$ cat src/rtl/bubble_sort_param.sv
// Handshake-driven bubble sorter: one compare/conditional swap per clock, ascending or descending.
// Optional early exit on a swap-free pass when BUBBLE_SORT_PARAM_EARLY_EXIT_EN is defined.
module bubble_sort_param #(
  parameter int unsigned DATA_W = 4,
  parameter int unsigned DEPTH = 10,
  localparam int unsigned CMP_MAX = DEPTH * (DEPTH - 1) / 2,
  localparam int unsigned CNT_W = $clog2(CMP_MAX + 1)
) (
  input  logic                    clk_i,
  input  logic                    rst_i,
  input  logic                    start_i,
  input  logic                    desc_i,
  input  logic [DEPTH*DATA_W-1:0] data_i,
  output logic                    busy_o,
  output logic                    done_o,
  output logic [DEPTH*DATA_W-1:0] data_o,
  output logic [CNT_W-1:0]        swap_cnt_o
);

  localparam int unsigned IDX_W = $clog2(DEPTH);

  localparam logic [1:0] ST_IDLE = 2'd0;
  localparam logic [1:0] ST_SORT = 2'd1;
  localparam logic [1:0] ST_DONE = 2'd2;

  logic [1:0]              state_q, state_d;
  logic [DATA_W-1:0]       arr_q [DEPTH];
  logic [DATA_W-1:0]       arr_d [DEPTH];
  logic [DEPTH*DATA_W-1:0] arr_flat_d;
  logic [IDX_W-1:0]        k_q, k_d;
  logic [IDX_W-1:0]        pass_q, pass_d;
  logic [CNT_W-1:0]        swaps_q, swaps_d;
  logic                    mode_q, mode_d;
  logic                    busy_d, done_d, load_out_d;
  logic [DATA_W-1:0]       cur_c, nxt_c;
  logic                    do_swap_c, pass_end_c, finish_c;
  logic [IDX_W-1:0]        k_inc_c, last_k_c;
`ifdef BUBBLE_SORT_PARAM_EARLY_EXIT_EN
  logic                    pass_sw_q, pass_sw_d;
`endif

  // Compare the current adjacent pair under the captured ordering
  always_comb begin
    k_inc_c    = k_q + IDX_W'(1);
    cur_c      = arr_q[k_q];
    nxt_c      = arr_q[k_inc_c];
    do_swap_c  = mode_q ? (cur_c < nxt_c) : (cur_c > nxt_c);
    last_k_c   = IDX_W'(DEPTH - 2) - pass_q;
    pass_end_c = (k_q == last_k_c);
`ifdef BUBBLE_SORT_PARAM_EARLY_EXIT_EN
    finish_c   = pass_end_c && ((pass_q == IDX_W'(DEPTH - 2)) || !(pass_sw_q || do_swap_c));
`else
    finish_c   = pass_end_c && (pass_q == IDX_W'(DEPTH - 2));
`endif
  end

  // Next-state, datapath and output decisions
  always_comb begin
    state_d    = state_q;
    arr_d      = arr_q;
    k_d        = k_q;
    pass_d     = pass_q;
    swaps_d    = swaps_q;
    mode_d     = mode_q;
    busy_d     = 1'b0;
    done_d     = 1'b0;
    load_out_d = 1'b0;
`ifdef BUBBLE_SORT_PARAM_EARLY_EXIT_EN
    pass_sw_d  = pass_sw_q;
`endif
    case (state_q)
      ST_IDLE: begin
        if (start_i) begin
          for (int i = 0; i < int'(DEPTH); i++) arr_d[i] = data_i[i*DATA_W +: DATA_W];
          mode_d  = desc_i;
          k_d     = '0;
          pass_d  = '0;
          swaps_d = '0;
`ifdef BUBBLE_SORT_PARAM_EARLY_EXIT_EN
          pass_sw_d = 1'b0;
`endif
          busy_d  = 1'b1;
          state_d = ST_SORT;
        end
      end
      ST_SORT: begin
        busy_d = 1'b1;
        if (do_swap_c) begin
          arr_d[k_q]     = nxt_c;
          arr_d[k_inc_c] = cur_c;
          swaps_d        = swaps_q + CNT_W'(1);
        end
`ifdef BUBBLE_SORT_PARAM_EARLY_EXIT_EN
        pass_sw_d = pass_sw_q | do_swap_c;
`endif
        if (pass_end_c) begin
          k_d    = '0;
          pass_d = pass_q + IDX_W'(1);
`ifdef BUBBLE_SORT_PARAM_EARLY_EXIT_EN
          pass_sw_d = 1'b0;
`endif
          if (finish_c) begin
            state_d    = ST_DONE;
            done_d     = 1'b1;
            load_out_d = 1'b1;
          end
        end else begin
          k_d = k_inc_c;
        end
      end
      ST_DONE: state_d = ST_IDLE;
      default: state_d = ST_IDLE;
    endcase
  end

  always_comb begin
    arr_flat_d = '0;
    for (int i = 0; i < int'(DEPTH); i++) arr_flat_d[i*DATA_W +: DATA_W] = arr_d[i];
  end

  always_ff @(posedge clk_i or posedge rst_i) begin
    if (rst_i) state_q <= ST_IDLE;
    else       state_q <= state_d;
  end

  // Working array, counters and registered outputs
  always_ff @(posedge clk_i or posedge rst_i) begin
    if (rst_i) begin
      for (int i = 0; i < int'(DEPTH); i++) arr_q[i] <= '0;
      k_q        <= '0;
      pass_q     <= '0;
      swaps_q    <= '0;
      mode_q     <= 1'b0;
      busy_o     <= 1'b0;
      done_o     <= 1'b0;
      data_o     <= '0;
      swap_cnt_o <= '0;
`ifdef BUBBLE_SORT_PARAM_EARLY_EXIT_EN
      pass_sw_q  <= 1'b0;
`endif
    end else begin
      arr_q   <= arr_d;
      k_q     <= k_d;
      pass_q  <= pass_d;
      swaps_q <= swaps_d;
      mode_q  <= mode_d;
      busy_o  <= busy_d;
      done_o  <= done_d;
      if (load_out_d) begin
        data_o     <= arr_flat_d;
        swap_cnt_o <= swaps_d;
      end
`ifdef BUBBLE_SORT_PARAM_EARLY_EXIT_EN
      pass_sw_q <= pass_sw_d;
`endif
    end
  end

endmodule
$ cat config.mk
export PLATFORM = sky130hd
export DESIGN_NAME = bubble_sort_param
export DESIGN_NICKNAME = d
export VERILOG_FILES = /design/src/rtl/bubble_sort_param.sv
export SDC_FILE = /design/constraint.sdc
export NUM_CORES = 1
export LEC_CHECK = 0
export CAP_MARGIN = 30
export CORE_ASPECT_RATIO = 2
export CORE_MARGIN = 8
export CORE_UTILIZATION = 47
export DETAILED_ROUTE_END_ITERATION = 8
export PLACE_DENSITY = 0.69
export SYNTH_ARGS = -nofsm -noshare
export SYNTH_HDL_FRONTEND = slang
export SYNTH_SLANG_ARGS = --single-unit
$ cat constraint.sdc
create_clock -name clk_i -period 9.9 [get_ports clk_i]
set_input_delay 0.99 -clock clk_i [delete_from_list [all_inputs] [get_ports clk_i]]
set_output_delay 0.99 -clock clk_i [all_outputs]
set_load 0.02 [all_outputs]
* Word level (Yosys, flattened, before mapping)
Cells that the tools add are included.
** Cells by class
- $add $sub $neg :: 4
- $lt $le $gt $ge :: 6
- Equality and inequality tests :: 6
- Mux-type cells :: 33
- Bitwise gates (word level) :: 2
- Reduce and logical (&&, ||, !) cells :: 9
** Operator list (count)
- $bwmux W40 :: 2
- $mux W40 :: 2
- $pmux W40 S2 :: 1
- $mux W4 :: 9
- $bmux W4 S4 :: 2
- $demux W4 S4 :: 2
- $pmux W4 S2 :: 2
- $mux W6 :: 2
- $pmux W6 S2 :: 1
- $ge A5 B5 Y1 const B :: 2
- $lt A5 B1 Y1 const B :: 2
- $not A4 Y5 :: 2
- $add A4 B1 Y4 const B :: 2
- $add A6 B1 Y6 const B :: 1
- $mux W2 :: 3
- $ne A2 B2 Y1 const B :: 3
- $reduce_and A3 Y1 :: 2
- $mux W1 :: 5
- $eq A4 B4 Y1 :: 1
- $eq A4 B4 Y1 const B :: 1
- $gt A4 B4 Y1 :: 1
- $lt A4 B4 Y1 :: 1
- $pmux W2 S2 :: 1
- $reduce_and A2 Y1 :: 2
- 6 further kinds :: 8
** Word-level totals
- Flip-flop bits (word level) :: 105
- Output and inout port bits :: 48

* Longest topological paths before layout
Gate-level depths: netlist (run 1).
- Word-level depth :: 9
- Mapped depth :: 19

* Worst setup path before layout (run 1)
No wires, ideal clock.
- Path kind :: reg2reg
- Start :: register k_q[1]
- End :: register data_o[31]
- Data arrival time :: 3864 ps
- Required time :: 9775 ps
- Path slack :: 5912 ps
- Cell stages (with the launch flop) :: 17
- Buffers on the path :: 4
- Clock period less this slack :: 3988 ps
- Path through :: dfrtp_1 -> buf_4 -> buf_6 -> inv_1 -> ha_1 -> buf_6 -> buf_6 -> mux4_2 -> mux2i_1 -> o21ai_0 -> ha_1 -> and4_1 -> a211o_1 -> nand2_1 -> o21ai_1 -> a221o_1 -> mux2_2
** On the way
- Longest elaborated chain between the ends :: 9
** RTL lines
- start, declared :: line 30 : logic [IDX_W-1:0] k_q, k_d;
- start signal, assigned :: line 143 : k_q <= k_d;
- $add A4 B1 Y4 or $not A4 Y5 (tied branches) :: line 44, 45, 89
- $not A4 Y5 (implied by the code) (tied with other cells) :: line 46, 90
- $bmux W4 S4 (tied with other cells) :: line 46 : nxt_c = arr_q[k_inc_c];
- $mux W4 (implied by the code) (tied with other cells) (2 in series) :: line 46
- $gt A4 B4 Y1 (tied with other cells) :: line 47 : do_swap_c = mode_q ? (cur_c < nxt_c) : (cur_c > nxt_c);
- $mux W1 or $bwmux W40 (tied branches) :: line 47, 90
- $mux W40 :: line 88 : if (do_swap_c) begin
- $pmux W40 S2 :: line 71 : case (state_q)
- end signal, assigned :: line 150 : data_o <= arr_flat_d;
- end, declared :: line 16 : output logic [DEPTH*DATA_W-1:0] data_o,
Parallel ways exist; a longest one is shown, timed or not. The select of a mux whose other input is x is not followed.
A chain may end at the register's enable or synchronous reset.

* Worst setup path after layout (run 1)
- Start :: register k_q[0]
- End :: register data_o[31]
Same word-level chain as after synthesis.

==> results of run 1 <==
-- metal layers --
metal / GRT usage (%) / wire, um / share of wire [%] / vias up
met5: 0 / 0 / 0 / -
met4: 19.9 / 1940 / 6.7 / 0
met3: 5.06 / 1840 / 6.3 / 89
met2: 47.1 / 14400 / 50 / 383
met1: 32.8 / 10800 / 37 / 3555
li1: - / - / - / 3254
-- kinds of logic after synthesis --
family / Yosys count / synth area share (%)
flip-flops: 105 / 35.4
multiplexers: 75 / 12.4
adder cells (fa/ha/maj): 13 / 2.19
AO/OA/AOI/OAI: 274 / 24.3
AND/OR/NAND/NOR: 302 / 18.7
XOR/XNOR: 13 / 1.89
buffers and inverters: 77 / 5.05
-- layout make-up --
type / instances / area, sq um
Fill cell: 1460 / 6930
Clock buffer: 10 / 229
Clock inverter: 5 / 57.6
Inverter: 17 / 66.3
Multi-Input combinational cell: 677 / 4440
Tap cell: 201 / 251
Sequential cell: 105 / 2630
Timing Repair Buffer: 105 / 1020
-- worst paths after layout --
check                           from         end  slack, ps  cells past startpoint
max                           k_q[0]  data_o[31]       4570                     16
min                        data_o[0]   data_o[0]        480                      2
max reg2reg                   k_q[0]  data_o[31]       4570                     16
min reg2reg                data_o[0]   data_o[0]        480                      2
max in group asynchronous      rst_i    arr_q[8]       7620                      3
min in group asynchronous      rst_i    arr_q[4]       1000                      2
-- cells in the final DEF (no fill, tap or decap), drive strengths merged, types with 3 or more instances in the layout --
| master | instances |
|---|---|
| a32o | 3 |
| clkinv | 5 |
| nor3 | 9 |
| o211ai | 10 |
| nand2 | 106 |
| o31ai | 6 |
| mux4 | 11 |
| o21ai | 85 |
| or3 | 4 |
| nand3 | 24 |
| o221ai | 11 |
| and3 | 8 |
| buf | 15 |
| a211o | 3 |
| nand2b | 7 |
| mux2 | 20 |
| mux2i | 44 |
| nand4 | 3 |
| o22ai | 20 |
| dfrtp | 105 |
| nor2b | 35 |
| a221o | 19 |
| a31oi | 13 |
| a21oi | 68 |
| o22a | 7 |
| a22oi | 3 |
| nor2 | 91 |
| xnor2 | 6 |
| o311a | 3 |
| clkbuf | 10 |
| and2 | 3 |
| clkdlybuf4s50 | 90 |
| ha | 13 |
| xor2 | 7 |
| a211oi | 6 |
| a21o | 4 |
| inv | 16 |
-- power groups by stage --
stage	clock network (mW)	logic (mW)	registers, mW
after floorplan	0	0.646	0.600
after global placement	0	0.896	0.675
after detailed placement	0	0.929	0.678
after CTS	0.366	0.935	0.670
after global routing	0.379	1.02	0.685
final	0.359	0.944	0.677
-- synth_stat cells, types with 6 or more instances --
library cell	instances	area, sq um
clkbuf_1	30	113
nand3_1	23	115
a31oi_1	13	81.3
nand2b_1	7	43.8
and3_1	8	50.1
a21oi_1	67	335
ha_1	13	163
o21ai_0	76	380
o22a_1	7	61.3
buf_6	6	67.6
o211ai_1	10	75.1
dfrtp_1	105	2630
xor2_1	6	52.6
a221o_1	19	190
mux4_2	11	248
a211oi_1	6	45.0
mux2i_1	44	440
nand2_1	106	398
inv_1	14	52.6
o221ai_1	11	96.3
nor2_1	90	338
nor2b_1	35	219
buf_2	14	70.1
o22ai_1	19	119
nor3_1	9	45.0
o21ai_1	7	35.0
mux2_2	17	191
-- state kept, by name, summed over array words and instances, names as in the netlist --
name	flops
arr_q	40
busy_o	1
data_o	40
done_o	1
k_q	4
mode_q	1
pass_q	4
state_q	2
swap_cnt_o	6
swaps_q	6
-- worst max-delay path, delay by kind of cell (launching register included) --
kind,cells,cell delay [ps]
and+or+nand+nor,4,560
DFF,1,320
adders and majority gates,2,1130
AOI/OAI and AO/OA,4,970
buffers and inverters,3,1100
muxes,3,1110
-- per-stage QoR --
step           utilization [%]  total power [mW]
2_1_floorplan                -              1.25
4_1_cts                   55.6              1.97
3_3_place_gp              53.7              1.57
5_1_grt                   55.6              2.09
6_report                  55.6              1.98
3_5_place_dp              53.8              1.61
==> metrics.md, run 1 <==
| Metric | Value |
|---|---|
| Max FO, Critical Path | 37 |
| # rows | 65 |
| Startpoint types | flop |
| Cells after Synth | 859 |
| Main flop type after synthesis | dfrtp_1 |
| CP peak stage delay | 880 ps |
| Vias in the first global route | 7,348 |
| Sw Ratio | 45.9% |
| RSZ-0062 raised after global routing | no |
| Via count | 7,281 |
| TNS Setup | 0 ps |
| Internal power | 1.07 mW |
| Final hold violations | 0 |
| Post-synth ARST share | 100% |
| Dpl ws | 4570 ps |
| Antenna violations before repair | 0 |
| RD Place Congestion | 1.07 |
| Clk root buf | clkbuf_16 |
| Sink Count | 105 |
| VDD IR max | 0.000162 V |
| Layout cells sized above 1 | 8.71% |
| Clock Latency Late Sink | 360 ps |
| All-Layer GR Usage | 28.6% |
| Post_cts resized | 0 |
| Syn Nets | 916 |
| Total CTS buffers | 9 |
| Comb power frac | 47.7% |
| Pin count of the biggest net entering global routing | 69 |
| Outcome | finished clean |
| Synth warn | 0 |
| Maximum clock skew at final layout | 8.92 ps |
| Port Buffer Count | 91 |
| Post-synthesis sequential area ratio | 35.4% |
| Hold WC Path Type | flop to flop |
| DR WL/cell | 25.8 um |
| Synth cell types | 76 |
| Die W | 105 um |
| First-pass GRT wire length | 44.8 mm |
| Switch Pwr | 0.908 mW |
| # DRC | 0 |
| # diodes | 0 |
| Hold-fix buffers, CTS | 0 |
| Max Clock Freq | 188 MHz |
| Mapped cell area | 7430 sq um |
| Post-route ant nets | 0 |
| Avg Inst Size Synth | 8.65 sq um |
| Clk pwr share | 18.2% |
| Final hold slack | 481 ps |
| Pre-Repair DR Iteration Count | 7 |
| Max stage delay cell, worst path | ha_1 |
| Setup slack after layout | 4570 ps |
| Dpl hpwl | 21.3 mm |
| Flop pwr share | 34.2% |
| Period utilisation layout | 53.9% |
| Endpoints failing setup | 0 |
| Die Height | 194 um |
| Overflow after GRT | 0 |
| H-tree depth | 3 |
| Dpl cells | 1,105 |
| Final cell count without fillers | 1,120 |
| Slew HR | 40.1% |
| LEAKAGE | 3.42 nW |
| Maximum root-to-sink buffer count | 2 |
| CTS tree | done |
| Worst Path Required | 10,150 ps |
| Minimum clock period after layout | 5330 ps |
| Crit. End Element | flop |
| Final WL | 28.9 mm |
| Reg clk slew, reported paths | 70 ps |
| Postcts setup bufs | 0 |
| Core Area | 15,600 sq um |
| Final Slew Violations | 0 |
| Starting Density | 47.6% |
| Least-Margin Pin Slew | 899 ps |
| Flops & latches, synth | 105 |
| Drt via density | 6.50 |
| Max-cap viol count | 0 |
| CP Data Arrival Time | 5580 ps |
| Fin nets | 972 |
| Die area | 20,300 sq um |
| Post-synth EDFFs | 0 |
| Critical-path cell list | buf_4, inv_1, ha_1, mux4_2, mux2i_1, nor2_1, a21oi_1, ha_1, nor2b_1, o211ai_1, nand3_1, nand2_1, buf_4, o21ai_2, a221o_1, mux2_2 |
| I/O pin cnt | 92 |
| Final instance area | 8690 sq um |
| Area after DPL | 8400 sq um |
| Power Density | 228 nW/um^2 |
| 1st-iter DRT viols | 618 |
| P&R area growth vs syn | 16.9% |
| Crit path kind | flop to flop |
No activity file was read; power rests on OpenSTA's default activity.
==> inputs of run 2 (changes only) <==
--- a/config.mk
+++ b/config.mk
@@ -10,7 +10,7 @@
 export CORE_MARGIN = 8
 export CORE_UTILIZATION = 47
 export DETAILED_ROUTE_END_ITERATION = 8
-export PLACE_DENSITY = 0.69
+export PLACE_DENSITY = 0.72
 export SYNTH_ARGS = -nofsm -noshare
 export SYNTH_HDL_FRONTEND = slang
 export SYNTH_SLANG_ARGS = --single-unit
==> constraint.sdc (replaced) <==
create_clock -name clk_i -period 4.8 [get_ports clk_i]
set_input_delay 0.48 -clock clk_i [delete_from_list [all_inputs] [get_ports clk_i]]
set_output_delay 0.48 -clock clk_i [all_outputs]
set_load 0.02 [all_outputs]
==> run 2 against run 1 <==
Utilization is 0.75 points higher. Sequential share of layout area is 0.40 points lower. Sequential power is 110% higher. Design area is 1.3% higher. Flip-flop and latch count stayed put. Register-to-register slack worse by 4200 ps. Total power is 110% higher. Global-route usage is 1.4 points higher. Count of clock-buffer cells in the layout is 1 higher. Critical path depth is 2 lower. Critical endpoint is now arr_q[24]. Largest cell class unchanged. Largest power group unchanged. Highest routed layer unchanged.
==> metrics.md, run 2 (synthesis gave the netlist of run 1 again) <==
| Metric | Value |
|---|---|
| Via count | 7,439 |
| DR WL/cell | 27.0 um |
| CTS tree | done |
| Vias in the first global route | 7,630 |
| Minimum clock period after layout | 4460 ps |
| Outcome | finished clean |
| Max-cap viol count | 0 |
| VDD IR max | 0.000325 V |
| Most frequent cells in the layout | 106 x nand2_1, 105 x dfrtp_1, 90 x nor2_1, 90 x clkdlybuf4s50_1, 76 x o21ai_0 |
| Final hold violations | 0 |
| Top sig layer | met4 |
| Worst reg2reg setup slack | 340 ps |
| Clock Latency Late Sink | 370 ps |
| Dpl hpwl | 23.0 mm |
| Setup crit start | k_q[0] |
| Final WL | 30.7 mm |
| Postcts setup bufs | 0 |
| Antenna violations before repair | 0 |
| Max Clock Freq | 224 MHz |
| Regs by FF count | arr_q (40), data_o (40) |
| Crit path kind | flop to flop |
| H-tree depth | 3 |
| P&R area growth vs syn | 18.5% |
| Die Height | 194 um |
| Crit. End Element | flop |
| DR WL met2 | 15.7 mm |
| RSZ-0062 raised after global routing | no |
| CP endpoint | arr_q[24] |
| Worst Path Required | 5050 ps |
| I/O pin cnt | 92 |
| M1 WL | 11.4 mm |
| Reg2reg end | arr_q[24] |
| 1st-iter DRT viols | 619 |
| Commonest non-fill, non-tap cell in the layout | nand2_1 |
| Port Buffer Count | 91 |
| RD Place Congestion | 1.01 |
| # DRC | 0 |
| Maximum clock skew at final layout | 11.1 ps |
| Total CTS buffers | 9 |
| Die area | 20,300 sq um |
| Least-Margin Pin Slew | 1010 ps |
| Startpoint types | flop |
| CP Data Arrival Time | 4710 ps |
| Final cell count without fillers | 1,138 |
| Reg clk slew, reported paths | 80 ps |
| Sink Count | 105 |
| Max FO, Critical Path | 34 |
| Core Area | 15,600 sq um |
| DR WL met3 | 1.75 mm |
| # diodes | 0 |
| All-Layer GR Usage | 30.1% |
| Starting Density | 47.6% |
| # rows | 65 |
| First-pass GRT wire length | 46.7 mm |
| TNS Setup | 0 ps |
| Pin count of the biggest net entering global routing | 75 |
| Layout cells sized above 1 | 10.2% |
| Fin nets | 989 |
| Drt via density | 6.54 |
| Final instance area | 8800 sq um |
| LEAKAGE | 3.50 nW |
| Maximum root-to-sink buffer count | 2 |
| Endpoints failing setup | 0 |
| Post_cts resized | 0 |
| Pre-Repair DR Iteration Count | 5 |
| Post-route ant nets | 0 |
| Final Slew Violations | 0 |
| Final hold slack | 331 ps |
| Overflow after GRT | 0 |
| Clk root buf | clkbuf_16 |
| Power Density | 467 nW/um^2 |
| Die W | 105 um |
| Area after DPL | 8510 sq um |
| Slew HR | 32.8% |
| Dpl cells | 1,121 |
| Hold WC Path Type | primary input to asynchronous set/reset pin |
| Reg2reg path depth | 14 |
| Reg2reg start | k_q[0] |
| Hold-fix buffers, CTS | 0 |
| Period utilisation layout | 93.0% |
## run 2: final cells by class
class | count | area (sq um)
Tap cell | 201 | 251
Inverter | 17 | 66.3
Fill cell | 1440 | 6810
Clock inverter | 5 | 31.3
Multi-Input combinational cell | 677 | 4430
Sequential cell | 105 | 2630
Timing Repair Buffer | 122 | 1160
Clock buffer | 11 | 233
## run 2: worst min-delay path by stage
stage	slack, ps	endpoint	depth (start not counted)	from
after floorplan	470	mode_q	2	mode_q
final	330	data_o[34]	2	rst_i
after global placement	460	swap_cnt_o[3]	2	swap_cnt_o[3]
after CTS	480	swap_cnt_o[3]	2	swap_cnt_o[3]
after detailed placement	470	swap_cnt_o[3]	2	swap_cnt_o[3]
after global routing	340	data_o[34]	2	rst_i
## run 2: critical path, cell delays in order, from the launching register on
cell and delay [ps]:
dfrtp_1 350, buf_4 450, ha_1 470, and2_1 290
nand2_1 150, o2bb2ai_4 310, a21oi_1 120, ha_1 290
nor2b_1 130, o211ai_1 210, a211o_1 230, and2_1 450
buf_4 430, a211oi_1 120, a221o_1 300
## run 2: power breakdown
group          total (mW)  switching [mW]  internal [mW]  leakage (nW)
clock               0.711           0.359          0.353         0.130
sequential           1.41           0.349           1.06          1.36
combinational        1.99            1.23          0.761          2.01
total                4.11            1.94           2.18          3.50
## run 2: per-layer routing
layer	up-vias	global-route usage [%]
li1	3284	-
met1	3703	33.4
met2	364	52.5
met3	88	4.26
met4	0	18.5
met5	-	0
## run 2: stage by stage
| stage | setup WS, ps | power, mW | utilization, % |
|---|---|---|---|
| after floorplan | 812 | 2.57 | - |
| after global placement | 404 | 3.34 | 54.5 |
| after detailed placement | 439 | 3.36 | 54.5 |
| after CTS | 412 | 4.07 | 56.2 |
| after global routing | 129 | 4.30 | 56.4 |
| final | 338 | 4.11 | 56.4 |
==> inputs of run 3 (changes only) <==
--- a/config.mk
+++ b/config.mk
@@ -9,6 +9,7 @@
 export CORE_ASPECT_RATIO = 2
 export CORE_MARGIN = 8
 export CORE_UTILIZATION = 47
+export CTS_BUF_LIST = sky130_fd_sc_hd__clkbuf_2 sky130_fd_sc_hd__clkbuf_4 sky130_fd_sc_hd__clkbuf_8
 export DETAILED_ROUTE_END_ITERATION = 8
 export PLACE_DENSITY = 0.72
 export SYNTH_ARGS = -nofsm -noshare
==> run 3 against run 2 <==
Setup slack got worse by 9.6 ps. Hold slack got worse by 37 ps. Count of clock-buffer cells in the layout did not move. Utilization fell by 0.60 points. Register-to-register slack barely moved. First-iteration DRC count fell by 5.3%. Wire length fell by 1.1%. Cell count did not move. Design area fell by 1.1%. Largest cell class unchanged. Highest routed layer is now met5.
==> metrics.md, run 3 (synthesis gave the netlist of run 1 again) <==
| Metric | Value |
|---|---|
| Period utilisation layout | 93.2% |
| Antenna violations before repair | 1 |
| Pin count of the biggest net entering global routing | 75 |
| Hold WC Path Type | primary input to asynchronous set/reset pin |
| P&R area growth vs syn | 17.2% |
| All-Layer GR Usage | 29.9% |
| Core Area | 15,600 sq um |
| Overflow after GRT | 0 |
| Outcome | finished clean |
| Design Power | 3.91 mW |
| Reg clk slew, reported paths | 110 ps |
| Maximum root-to-sink buffer count | 2 |
| Crit path kind | flop to flop |
| Via count | 7,365 |
| Most frequent cells in the layout | 106 x nand2_1, 105 x dfrtp_1, 90 x nor2_1, 90 x clkdlybuf4s50_1, 76 x o21ai_0 |
| Total CTS buffers | 9 |
| DR WL/cell | 26.7 um |
| Clk root buf | clkbuf_8 |
| Hold-fix buffers, CTS | 0 |
| Regs by FF count | arr_q (40), data_o (40) |
| Endpoints failing setup | 0 |
| Setup slack after layout | 328 ps |
| # diodes | 0 |
| H-tree depth | 3 |
| Fill count | 1,456 |
| Post_cts resized | 0 |
| Final WL | 30.4 mm |
| Worst Path Required | 5080 ps |
| Postcts setup bufs | 0 |
| # DRC | 0 |
| Dpl ws | 439 ps |
| Post-route ant nets | 0 |
| Startpoint types | flop |
| Final cell count without fillers | 1,138 |
| Sink Count | 105 |
| Pre-Repair DR Iteration Count | 5 |
| Starting Density | 47.6% |
| Power Density | 449 nW/um^2 |
| Max Clock Freq | 224 MHz |
| Final instance area | 8710 sq um |
| Drt via density | 6.47 |
| VDD IR max | 0.000311 V |
| CP Data Arrival Time | 4750 ps |
| First-pass GRT wire length | 46.5 mm |
| 1st-iter DRT viols | 586 |
| Maximum clock skew at final layout | 13.1 ps |
| Dpl hpwl | 23.0 mm |
| CTS tree | done |
| # rows | 65 |
| Layout cells sized above 1 | 10.5% |
| Dpl cells | 1,121 |
| Slew HR | 33.3% |
| Die Height | 194 um |
| Max-cap viol count | 0 |
| TNS Setup | 0 ps |
| Vias in the first global route | 7,608 |
| Die W | 105 um |
| RD Place Congestion | 1.01 |
| Clock Latency Late Sink | 390 ps |
| Die area | 20,300 sq um |
| Commonest non-fill, non-tap cell in the layout | nand2_1 |
| Final hold violations | 0 |
| Crit. End Element | flop |
| LEAKAGE | 3.46 nW |
| Least-Margin Pin Slew | 1000 ps |
| Max FO, Critical Path | 34 |
| Port Buffer Count | 91 |
| Final Slew Violations | 0 |
| Minimum clock period after layout | 4470 ps |
| Area after DPL | 8510 sq um |
| I/O pin cnt | 92 |
| Fin nets | 989 |
| RSZ-0062 raised after global routing | no |
-- run 3: final cells by class --
cell class | count | area (sq um) | share of cell area (%)
multi-input combinational | 677 | 4430 | 50.9
sequential | 105 | 2630 | 30.2
timing repair buffer | 122 | 1160 | 13.3
tap | 201 | 251 | 2.89
clock buffer | 11 | 139 | 1.59
inverter | 17 | 66.3 | 0.761
clock inverter | 5 | 31.3 | 0.359
-- run 3: critical path, cell delays in order, from the launching register on --
cell       delay (ps)
dfrtp_1           360
buf_4             440
ha_1              460
and2_1            290
nand2_1           140
o2bb2ai_4         310
nand2_1           130
o21a_1            130
ha_1              300
and4_1            180
a211o_1           320
and2_1            310
nor2_1            440
a31oi_1           190
mux2_2            310
-- run 3: worst paths after layout --
check | start | end | slack (ps) | depth (start not counted)
worst min register to register | swap_cnt_o[3] | swap_cnt_o[3] | 490 | 2
worst max register to register | k_q[0] | data_o[18] | 330 | 14
worst max-delay path | k_q[0] | data_o[18] | 330 | 14
worst min-delay path | rst_i | data_o[34] | 290 | 2
min in group clk_i | swap_cnt_o[3] | swap_cnt_o[3] | 490 | 2
max in group asynchronous | rst_i | arr_q[24] | 3460 | 4
-- run 3: through the flow --
step,hold WS (ps),util [%]
after detailed placement,465,54.5
after floorplan,468,-
after global routing,295,55.8
final,294,55.8
after global placement,461,54.5
after CTS,488,55.6
-- run 3: power by group --
part / switching, mW / internal (mW)
Sequential: 0.343 / 1.06
Clock: 0.321 / 0.200
Combinational: 1.23 / 0.761
-- run 3: layer usage --
layer  global-route usage, %  routed length (um)  vias up
li1                        -                   -     3281
met1                    33.1               11000     3619
met2                    52.1               15700      372
met3                    4.36                1830       91
met4                    18.4                1870        2
met5                       0                  15        -
